`config.mk`:
```
export PLATFORM = sky130hd
export DESIGN_NAME = eth_rx_demux_flat
export DESIGN_NICKNAME = d
export VERILOG_FILES = /design/src/rtl/eth_rx_demux_if.sv /design/src/rtl/eth_rx_demux.sv /design/src/flat_wrapper.sv
export SDC_FILE = /design/constraint.sdc
export NUM_CORES = 1
export LEC_CHECK = 0
export CORE_MARGIN = 2
export CORE_UTILIZATION = 40
export CTS_CLUSTER_DIAMETER = 200
export DETAILED_ROUTE_END_ITERATION = 8
export PLACE_DENSITY = 0.66
export SYNTH_ARGS = -nofsm -noshare
export SYNTH_HDL_FRONTEND = slang
export SYNTH_SLANG_ARGS = --single-unit
```
`constraint.sdc`:
```
create_clock -name clk -period 2 [get_ports clk]
set_input_delay 0.3 -clock clk [delete_from_list [all_inputs] [get_ports clk]]
set_output_delay 0.3 -clock clk [all_outputs]
set_load 0.03 [all_outputs]
```
`src/rtl/eth_rx_demux_if.sv`:
```
// Interface bundle for eth_rx_demux: the de-preambled GMII receive stream,
// the parsed header fields and the ARP / IPv4 payload channels.
// master: receive-stream source and output consumer; slave: the demux itself.
// Optional statistics outputs exist only when ETH_RX_DEMUX_STATS_EN is defined.
interface eth_rx_demux_if;
   logic [7:0]  rx_d;
   logic        rx_v;
   logic        rx_crc_err;
   logic [47:0] hdr_dst;
   logic [47:0] hdr_src;
   logic [15:0] hdr_type;
   logic        hdr_val;
   logic [7:0]  out_d;
   logic        arp_v;
   logic        ipv4_v;
   logic        arp_eof;
   logic        ipv4_eof;
   logic        err;
`ifdef ETH_RX_DEMUX_STATS_EN
   logic [31:0] cnt_ok;
   logic [31:0] cnt_drop;
   logic [31:0] cnt_err;
`endif

   modport master (
      output rx_d, rx_v, rx_crc_err,
      input  hdr_dst, hdr_src, hdr_type, hdr_val,
      input  out_d, arp_v, ipv4_v, arp_eof, ipv4_eof, err
`ifdef ETH_RX_DEMUX_STATS_EN
      , input cnt_ok, cnt_drop, cnt_err
`endif
   );

   modport slave (
      input  rx_d, rx_v, rx_crc_err,
      output hdr_dst, hdr_src, hdr_type, hdr_val,
      output out_d, arp_v, ipv4_v, arp_eof, ipv4_eof, err
`ifdef ETH_RX_DEMUX_STATS_EN
      , output cnt_ok, cnt_drop, cnt_err
`endif
   );
endinterface

```
`src/rtl/eth_rx_demux.sv`:
```
// Ethernet receive demultiplexer: parses the 14-byte header, filters on
// destination MAC, strips the FCS with a 4-byte delay line and steers the
// payload to the ARP or IPv4 channel. Errors (CRC, runt, oversize) qualify
// the end-of-frame strobe.
// Optional: define ETH_RX_DEMUX_STATS_EN for saturating ok/drop/err counters.
// MAX_PAYLOAD must not exceed 2047 (forwarded-byte counter is 11 bits).
module eth_rx_demux #(
   parameter int MAX_PAYLOAD = 1500,
   parameter bit PROMISC     = 1'b0
) (
   input  logic          clk,
   input  logic          rst,
   input  logic [47:0]   dev_mac,
   eth_rx_demux_if.slave rx
);

   localparam logic [10:0] MAX_P = 11'(MAX_PAYLOAD);

   typedef enum logic [2:0] {S_IDLE, S_HDR, S_PAY, S_EOF, S_DROP} state_t;

   state_t       state;
   logic         rx_v_q;
   logic         armed;
   logic [10:0]  byte_cnt;
   logic [10:0]  fwd_cnt;
   logic         chan_ipv4;
   logic         oversize;
   logic [111:0] hdr_q;
   logic [7:0]   d_p0, d_p1, d_p2, d_p3;
   logic [7:0]   out_d_q;
   logic         hdr_val_q, arp_v_q, ipv4_v_q, arp_eof_q, ipv4_eof_q, err_q;

   logic         frame_start;
   logic [111:0] hdr_nxt;
   logic         mac_ok;
   logic         is_arp;
   logic         is_ipv4;
   logic [10:0]  cnt_inc;
   logic         err_nxt;

   // Header is one 112-bit shift chain: dst | src | type, MSB first.
   assign hdr_nxt     = {hdr_q[103:0], rx.rx_d};
   // armed blocks a frame that was already running when reset was released.
   assign frame_start = rx.rx_v & ~rx_v_q & armed;
   assign mac_ok      = PROMISC || (hdr_nxt[111:64] == dev_mac) ||
                        (hdr_nxt[111:64] == 48'hFFFF_FFFF_FFFF);
   assign is_arp      = (hdr_nxt[15:0] == 16'h0806);
   assign is_ipv4     = (hdr_nxt[15:0] == 16'h0800);
   assign cnt_inc     = (byte_cnt == 11'h7FF) ? byte_cnt : byte_cnt + 11'd1;
   assign err_nxt     = rx.rx_crc_err | (byte_cnt < 11'd64) | oversize;

   assign rx.hdr_dst  = hdr_q[111:64];
   assign rx.hdr_src  = hdr_q[63:16];
   assign rx.hdr_type = hdr_q[15:0];
   assign rx.hdr_val  = hdr_val_q;
   assign rx.out_d    = out_d_q;
   assign rx.arp_v    = arp_v_q;
   assign rx.ipv4_v   = ipv4_v_q;
   assign rx.arp_eof  = arp_eof_q;
   assign rx.ipv4_eof = ipv4_eof_q;
   assign rx.err      = err_q;

   // 4-deep byte delay line: the last 4 bytes of a frame (FCS) never leave it.
   always_ff @(posedge clk) begin
      if (rx.rx_v) begin
         d_p0 <= rx.rx_d;
         d_p1 <= d_p0;
         d_p2 <= d_p1;
         d_p3 <= d_p2;
      end
   end

   // Frame FSM with registered header, payload and end-of-frame outputs.
   always_ff @(posedge clk or negedge rst) begin
      if (!rst) begin
         state      <= S_IDLE;
         rx_v_q     <= 1'b0;
         armed      <= 1'b0;
         byte_cnt   <= '0;
         fwd_cnt    <= '0;
         chan_ipv4  <= 1'b0;
         oversize   <= 1'b0;
         hdr_q      <= '0;
         out_d_q    <= '0;
         hdr_val_q  <= 1'b0;
         arp_v_q    <= 1'b0;
         ipv4_v_q   <= 1'b0;
         arp_eof_q  <= 1'b0;
         ipv4_eof_q <= 1'b0;
         err_q      <= 1'b0;
      end else begin
         rx_v_q     <= rx.rx_v;
         if (!rx.rx_v) armed <= 1'b1;
         out_d_q    <= '0;
         hdr_val_q  <= 1'b0;
         arp_v_q    <= 1'b0;
         ipv4_v_q   <= 1'b0;
         arp_eof_q  <= 1'b0;
         ipv4_eof_q <= 1'b0;
         err_q      <= 1'b0;
         case (state)
            S_IDLE: begin
               if (frame_start) begin
                  state    <= S_HDR;
                  hdr_q    <= hdr_nxt;
                  byte_cnt <= 11'd1;
                  fwd_cnt  <= '0;
                  oversize <= 1'b0;
               end
            end
            S_HDR: begin
               if (!rx.rx_v) begin
                  state <= S_IDLE;
               end else begin
                  hdr_q    <= hdr_nxt;
                  byte_cnt <= cnt_inc;
                  if (byte_cnt == 11'd13) begin
                     hdr_val_q <= 1'b1;
                     chan_ipv4 <= is_ipv4;
                     if (mac_ok && (is_arp || is_ipv4)) state <= S_PAY;
                     else                               state <= S_DROP;
                  end
               end
            end
            S_PAY: begin
               if (rx.rx_v) begin
                  byte_cnt <= cnt_inc;
                  // Byte k leaves the delay line when byte k+4 arrives.
                  if (byte_cnt >= 11'd18) begin
                     if (fwd_cnt != MAX_P) begin
                        out_d_q  <= d_p3;
                        arp_v_q  <= ~chan_ipv4;
                        ipv4_v_q <= chan_ipv4;
                        fwd_cnt  <= fwd_cnt + 11'd1;
                     end else begin
                        oversize <= 1'b1;
                     end
                  end
               end else if (byte_cnt == 11'd14) begin
                  // Header-only frame: nothing to report.
                  state <= S_IDLE;
               end else begin
                  state      <= S_EOF;
                  arp_eof_q  <= ~chan_ipv4;
                  ipv4_eof_q <= chan_ipv4;
                  err_q      <= err_nxt;
               end
            end
            S_EOF: state <= S_IDLE;
            S_DROP: begin
               if (!rx.rx_v) state <= S_IDLE;
            end
            default: state <= S_IDLE;
         endcase
      end
   end

`ifdef ETH_RX_DEMUX_STATS_EN
   logic        eof_fire;
   logic        drop_fire;
   logic [31:0] cnt_ok_q, cnt_drop_q, cnt_err_q;

   assign eof_fire  = (state == S_PAY) && !rx.rx_v && (byte_cnt != 11'd14);
   assign drop_fire = (state == S_HDR) && rx.rx_v && (byte_cnt == 11'd13) &&
                      !(mac_ok && (is_arp || is_ipv4));
   assign rx.cnt_ok   = cnt_ok_q;
   assign rx.cnt_drop = cnt_drop_q;
   assign rx.cnt_err  = cnt_err_q;

   // Saturating frame statistics.
   always_ff @(posedge clk or negedge rst) begin
      if (!rst) begin
         cnt_ok_q   <= '0;
         cnt_drop_q <= '0;
         cnt_err_q  <= '0;
      end else begin
         if (eof_fire && !err_nxt && cnt_ok_q != '1)  cnt_ok_q   <= cnt_ok_q + 32'd1;
         if (eof_fire && err_nxt && cnt_err_q != '1)  cnt_err_q  <= cnt_err_q + 32'd1;
         if (drop_fire && cnt_drop_q != '1)           cnt_drop_q <= cnt_drop_q + 32'd1;
      end
   end
`endif

endmodule

```
`src/flat_wrapper.sv`:
```
// flat-port wrapper written by rule: the top's interface ports become plain ports
module eth_rx_demux_flat 
#(
   parameter int MAX_PAYLOAD = 1500,
   parameter bit PROMISC     = 1'b0
)
  (clk, rst, dev_mac, rx_rx_d, rx_rx_v, rx_rx_crc_err, rx_hdr_dst, rx_hdr_src, rx_hdr_type, rx_hdr_val, rx_out_d, rx_arp_v, rx_ipv4_v, rx_arp_eof, rx_ipv4_eof, rx_err);
  eth_rx_demux_if rx_i ();
  input  logic clk;
  input  logic rst;
  input  logic [47:0] dev_mac;
  input wire logic [$bits(rx_i.rx_d)-1:0] rx_rx_d;
  input wire logic [$bits(rx_i.rx_v)-1:0] rx_rx_v;
  input wire logic [$bits(rx_i.rx_crc_err)-1:0] rx_rx_crc_err;
  output wire logic [$bits(rx_i.hdr_dst)-1:0] rx_hdr_dst;
  output wire logic [$bits(rx_i.hdr_src)-1:0] rx_hdr_src;
  output wire logic [$bits(rx_i.hdr_type)-1:0] rx_hdr_type;
  output wire logic [$bits(rx_i.hdr_val)-1:0] rx_hdr_val;
  output wire logic [$bits(rx_i.out_d)-1:0] rx_out_d;
  output wire logic [$bits(rx_i.arp_v)-1:0] rx_arp_v;
  output wire logic [$bits(rx_i.ipv4_v)-1:0] rx_ipv4_v;
  output wire logic [$bits(rx_i.arp_eof)-1:0] rx_arp_eof;
  output wire logic [$bits(rx_i.ipv4_eof)-1:0] rx_ipv4_eof;
  output wire logic [$bits(rx_i.err)-1:0] rx_err;
  assign rx_i.rx_d = rx_rx_d;
  assign rx_i.rx_v = rx_rx_v;
  assign rx_i.rx_crc_err = rx_rx_crc_err;
  assign rx_hdr_dst = rx_i.hdr_dst;
  assign rx_hdr_src = rx_i.hdr_src;
  assign rx_hdr_type = rx_i.hdr_type;
  assign rx_hdr_val = rx_i.hdr_val;
  assign rx_out_d = rx_i.out_d;
  assign rx_arp_v = rx_i.arp_v;
  assign rx_ipv4_v = rx_i.ipv4_v;
  assign rx_arp_eof = rx_i.arp_eof;
  assign rx_ipv4_eof = rx_i.ipv4_eof;
  assign rx_err = rx_i.err;
  eth_rx_demux #(.MAX_PAYLOAD(MAX_PAYLOAD), .PROMISC(PROMISC)) u_core (.clk(clk), .rst(rst), .dev_mac(dev_mac), .rx(rx_i));
endmodule
```
==> results of run 1 <==
[layout make-up]
type,count,area [um2]
well taps,265,332
clock inverters,14,135
fillers,1581,8510
flip-flops and latches,187,4840
repair buffers,219,2160
clock buffers,18,429
multi-input cells,352,3010
inverters,10,37.5
[timing repair]
item,in CTS,in global routing
gates resized for setup,1,12
pin swaps,0,2
endpoints found under the hold margin,43,0
setup endpoints to repair,1,27
hold buffers,1,0
[cells by family after synthesis]
group	count (synthesis)	share of synthesized area, %
DFF	187	60.8
and+or+nand+nor	136	10.2
muxes	115	16.3
xor gates and xnor gates	61	6.72
AOI/OAI and AO/OA	35	3.32
buffers and inverters	29	1.90
adders and majority gates	5	0.786
[stage by stage]
step,setup TNS (ns),cells,utilization (%)
floorplan,0,568,-
global placement,-0.300,1032,53.1
detailed placement,-0.396,1032,53.1
CTS,0,1065,56.0
global route,0,1065,56.3
finish,0,1065,56.3
[routing by layer]
metal  vias to the layer above  track usage (%)
li1                       2502                -
met1                      2720             25.0
met2                       132             32.5
met3                        31             4.91
met4                         0             6.09
met5                         -                0
[where the power goes]
part | internal, W | total [W] | switching [W]
combinational | 0.00360 | 0.00753 | 0.00393
sequential | 0.00509 | 0.00654 | 0.00144
clock | 0.00175 | 0.00326 | 0.00151
total | 0.0104 | 0.0173 | 0.00688
[final timing paths]
check                           slack, ns                 to  cells after the start              from
worst max-delay path                 0.04     rx_hdr_dst[33]                      1  u_core.hdr_q[97]
worst min-delay path                 0.28    u_core.state[1]                      3           rx_rx_v
worst max register to register       0.14    u_core.state[2]                      7  u_core.hdr_q[60]
worst min register to register       0.42     u_core.d_p3[3]                      0    u_core.d_p2[3]
max in group asynchronous            0.95   u_core.hdr_q[84]                      3               rst
min in group asynchronous            0.38  u_core.hdr_q[108]                      2               rst
[placed cells by master (no fill, tap or decap), types with 3 or more instances in the layout]
| cell type | netlist | routed |
|---|---|---|
| and3_1 | 11 | 11 |
| inv_8 | 0 | 3 |
| nor4_1 | 9 | 7 |
| xnor2_1 | 49 | 49 |
| o211ai_1 | 6 | 6 |
| nand2b_1 | 4 | 4 |
| nand3_1 | 11 | 11 |
| nor2_1 | 22 | 21 |
| inv_1 | 10 | 10 |
| and2_1 | 12 | 12 |
| clkdlybuf4s50_1 | 0 | 179 |
| dlymetal6s2s_1 | 0 | 3 |
| nand2_1 | 9 | 9 |
| nor3_1 | 5 | 5 |
| buf_12 | 0 | 4 |
| dfrtp_1 | 155 | 153 |
| buf_4 | 7 | 29 |
| nand4_1 | 34 | 34 |
| inv_6 | 0 | 4 |
| a21oi_1 | 4 | 4 |
| nor2b_1 | 3 | 3 |
| clkinvlp_4 | 0 | 3 |
| ha_1 | 5 | 5 |
| mux2_2 | 115 | 115 |
| o31ai_1 | 4 | 4 |
| clkbuf_16 | 0 | 17 |
| o21ai_0 | 5 | 5 |
| edfxtp_1 | 32 | 32 |
| xor2_1 | 12 | 12 |
[sequential cells by signal, indices dropped and copies added (netlist names)]
register            cells
u_core.armed            1
u_core.byte_cnt        11
u_core.chan_ipv4        1
u_core.d_p0             8
u_core.d_p1             8
u_core.d_p2             8
u_core.d_p3             8
u_core.fwd_cnt         11
u_core.hdr_q          112
u_core.oversize         1
u_core.rx.arp_eof       1
u_core.rx.arp_v         1
u_core.rx.err           1
u_core.rx.hdr_val       1
u_core.rx.ipv4_eof      1
u_core.rx.ipv4_v        1
u_core.rx.out_d         8
u_core.rx_v_q           1
u_core.state            3
==> run metrics, run 1 <==
count leader, synth dfrtp_1; Routed met3 length approximately 1000 um; Root Driver clkbuf_16; crit-path max FO 5; sequential fraction of the synthesis area between 60% and 70%; Design Power 0.0173 W; Top Metal Used met4; routed wl met2 9980 um; Worst-Margin Slew 0.535 ns; Slowest cell on crit path clkdlybuf4s50_1; fraction of layout cells with a size suffix above 1 24.3%; Area contributors post-synth dfrtp_1 49%, mux2_2 16%, edfxtp_1 12%, xnor2_1 5.4%, nand4_1 2.7%; Mapped Area 7960 um2; max-capacitance violation count 0; Final Instance Area about 11000 um2; crit path cell chain clkdlybuf4s50_1; Worst Setup Path Type flip-flop to output port; Critical Path Start Type flip-flop; WP data arrival 1.66 ns; number of port buffers 185; Synth Flop Type dfrtp_1; Bufs on Longest Clock Path 2; RePlAce Congestion 0.866; WL met1 8660 um; Worst VDD drop 0.00123 V; ant diodes 0; pin count of the biggest net entering global routing 48; critical path's top delay family buffers and inverters; final period utilization 97.9%; post-route clock skew 0.0102 ns; Die Height 145 um; Clk pin slew, worst setup/hold paths 0.07 ns; ANT nets after route 0; final hold viol count 0; Setup crit end kind output port; Ports approximately 190; Cell Pwr Density roughly 1600 nW/um2; DRC viols 0; WL final 20000 um; biggest area consumer among synthesized cells dfrtp_1; relative slew slack 64.2%; core box area 19500 um2; grt total ovfl 0; Mapped Nets 633; Rows 51; Initial Util 40.9%; Tmin final just under 2 ns; HPWL Detailed 14500 um; worst hold path class input port to flip-flop; WP buf/inv 1; Post-Syn Instances 568; post-synthesis register bit count 187; Yosys warning total 0; Syn Area/Cell 14.0 um2; Vias/cell 5.06; placed inst area 10300 um2; status finished, final reports clean; WP data required 1.70 ns; antenna violations before repair 0; Final nets between 800 and 900; Area growth, synth to finish 37.7%; Max Transition Viols Final 0; post-CTS setup buffers 0; async set-or-reset flop fraction in the synthesized netlist 82.9%; via count 5385; CTS tree done; CTS buffer count 17; unrepaired setup endpoints after global routing no; Yosys cell types 53; Place WS -0.254 ns; GRT Overall Usage roughly a fifth; final worst setup slack 0.0410 ns; crit-path max cell delay around 0.74 ns; Pre-Repair DR Iteration Count 4; CTS H-tree depth 4; clk_lat worst skew around 0.42 ns; die area 21000 um2; 1st-iter DRT viols 318; leak pwr between 4 and 5 nW; first-pass GRT wire length around 32000 um; fmax 510 MHz; Post-synth top cells 155 x dfrtp_1, 115 x mux2_2, 49 x xnor2_1; Die Wd 145 um; top-area cell type share of the netlist area 48.8%; worst hold slack 0.283 ns; drt wl/cell 18.8 um; vias in the first global route 5713; setup violators final 0; number of synthesized flops with an enable pin 32; clock tree sinks 187
(Power assumes the default switching activity.)
==> inputs of run 2 (changes only) <==
==> constraint.sdc (replaced) <==
create_clock -name clk -period 2.36 [get_ports clk]
set_input_delay 0.354 -clock clk [delete_from_list [all_inputs] [get_ports clk]]
set_output_delay 0.354 -clock clk [all_outputs]
set_load 0.03 [all_outputs]
==> run 2 against run 1 <==
Against the previous run: clock skew is 0.0036 ns lower; register-to-register slack better by 0.14 ns; combinational power is 18% lower; global-route usage is 0.42 points lower; sequential share of layout area is 0.75 points higher; count of clock-buffer cells in the layout stayed put; wire length is 2.4% lower; cell area is 1.7% lower; flip-flop and latch count stayed put; clock power is 14% lower; worst hold slack better by 0.052 ns; non-clock buffer count is 21 lower; critical path type is now flip-flop to flip-flop; critical endpoint is now u_core.fwd_cnt[0]; highest routed layer unchanged.
==> run metrics, run 2 (synthesis gave the netlist of run 1 again) <==
status finished, final reports clean; most used routing layer met2; commonest non-fill, non-tap cell in the layout clkdlybuf4s50_1; 1st-iter DRT viols 383 (+20%); number of fill cells 1647 (+4.2%); Rows 51 (unchanged); first-pass GRT wire length 31400 um (-3.1%); Largest Register u_core.hdr_q; RePlAce Congestion 0.932 (+7.7%); Final nets 831 (-2.5%); worst hold slack 0.335 ns (+0.0519 ns); Worst Setup Path Type flip-flop to flip-flop; Finished Core Util 55.3% (-0.97 points); clock tree sinks 187 (unchanged); Ports 186 (unchanged); unrepaired setup endpoints after global routing no; relative slew slack 54.1% (-10 points); fraction of layout cells with a size suffix above 1 21.3% (-2.9 points); fmax 481 MHz; Critical Path Start Type flip-flop; setup violators final 0 (unchanged); Place WS 0.0970 ns (+0.351 ns); Bufs on Longest Clock Path 2 (unchanged); Cell Pwr Density 1350 nW/um2 (-14%); final period utilization 88.2%; Global Route met2 Usage 30.5% (-2.0 points); area of the multi-input gates 2970 um2 (-1.4%); DRC viols 0 (unchanged); Worst VDD drop 0.00106 V (-14%); Pre-Repair DR Iteration Count 4 (unchanged); grt total ovfl 0 (unchanged); drt wl/cell 18.7 um (-0.45%); Setup crit end kind flip-flop; HPWL Detailed 14100 um (-2.4%); crit-path max FO 12 (+7); CTS Hold Bufs 1 (unchanged); Register Area 4840 um2 (about the same); die area 21000 um2 (unchanged); vias in the first global route 5555 (-2.8%); number of port buffers 185 (unchanged); M3 GR Usage 5.69% (+0.79 points); clk_lat worst skew 0.43 ns (about the same); Vias/cell 5.09 (+0.69%); worst r2r src u_core.byte_cnt[5]; met1 GRT Util 25.0% (+0.031 points); WL final 19500 um (-2.4%); most frequent cells in the layout 183 x clkdlybuf4s50_1, 155 x dfrtp_1, 115 x mux2_2; final hold viol count 0 (unchanged); core box area 19500 um2 (unchanged); final setup TNS 0 ns (unchanged); Initial Util 40.9% (unchanged); leak pwr 4.32 nW (-3.0%); top flop regs u_core.hdr_q (112), u_core.byte_cnt (11), u_core.fwd_cnt (11); antenna violations before repair 0 (unchanged); final worst setup slack 0.279 ns (+0.238 ns); Max Transition Viols Final 0 (unchanged); CTS tree done; pin count of the biggest net entering global routing 70 (+46%); via count 5315 (-1.3%); max reg flops 112 (unchanged); Die Wd 145 um (unchanged); WP data required 2.67 ns (+0.97 ns); Critical Path Source u_core.byte_cnt[5]; CTS H-tree depth 4 (unchanged); ANT nets after route 0 (unchanged); post-CTS sizing 0 (-1); GRT Overall Usage 19.1% (-0.42 points); Area growth, synth to finish 35.3%; max-capacitance violation count 0 (unchanged); post-route clock skew 0.00665 ns (-0.00357 ns); post-CTS setup buffers 0 (unchanged); Clk pin slew, worst setup/hold paths 0.07 ns (about the same); Die Height 145 um (unchanged); worst hold path class input port to flip-flop; CTS buffer count 17 (unchanged); WP data arrival 2.39 ns (+0.73 ns); Root Driver clkbuf_16; HP Start rx_rx_v; Tmin final around 2.1 ns; ant diodes 0 (unchanged); Worst-Margin Slew 0.685 ns (+0.150 ns)
-- run 2: final timing paths --
check,endpoint,slack [ns],cells past startpoint
min in group asynchronous,u_core.hdr_q[106],0.42,2
worst min-delay path,u_core.state[1],0.33,3
worst min register to register,u_core.d_p3[1],0.42,0
max in group asynchronous,u_core.rx.out_d[4],1.20,3
worst max register to register,u_core.fwd_cnt[0],0.28,6
worst max-delay path,u_core.fwd_cnt[0],0.28,6
-- run 2: power breakdown --
| group | total [W] | internal, W | switching [W] | leakage [nW] |
|---|---|---|---|---|
| logic | 0.00615 | 0.00295 | 0.00320 | 1.80 |
| registers | 0.00562 | 0.00431 | 0.00130 | 2.24 |
| clock network | 0.00281 | 0.00150 | 0.00131 | 0.281 |
-- run 2: area by class of cell --
| cell class | count | area share (%) |
|---|---|---|
| sequential | 187 | 45.0 |
| multi-input combinational | 352 | 27.6 |
| timing repair buffer | 198 | 18.6 |
| clock buffer | 18 | 3.99 |
| tap | 265 | 3.08 |
| clock inverter | 14 | 1.43 |
| inverter | 10 | 0.349 |
-- run 2: layer usage --
layer	wire [um]	share of wire, %
met1	8560	44
met4	400	2.0
met5	0	0
met2	9520	49
met3	1050	5.4
-- run 2: critical path, cell delays in order (launching register included) --
cell and delay, ns:
dfrtp_1 0.43, nor4_1 0.61, a31oi_1 0.16, buf_4 0.21
inv_1 0.06, a31oi_1 0.11, mux2_2 0.37
-- run 2: stage by stage --
stage | instances | total power [W] | cell area [um2]
after detailed placement | 1011 | 0.0118 | 10200
after global placement | 1011 | 0.0118 | 10200
after CTS | 1044 | 0.0147 | 10800
final | 1044 | 0.0146 | 10800
after global routing | 1044 | 0.0153 | 10800
after floorplan | 568 | 0.00890 | 7960
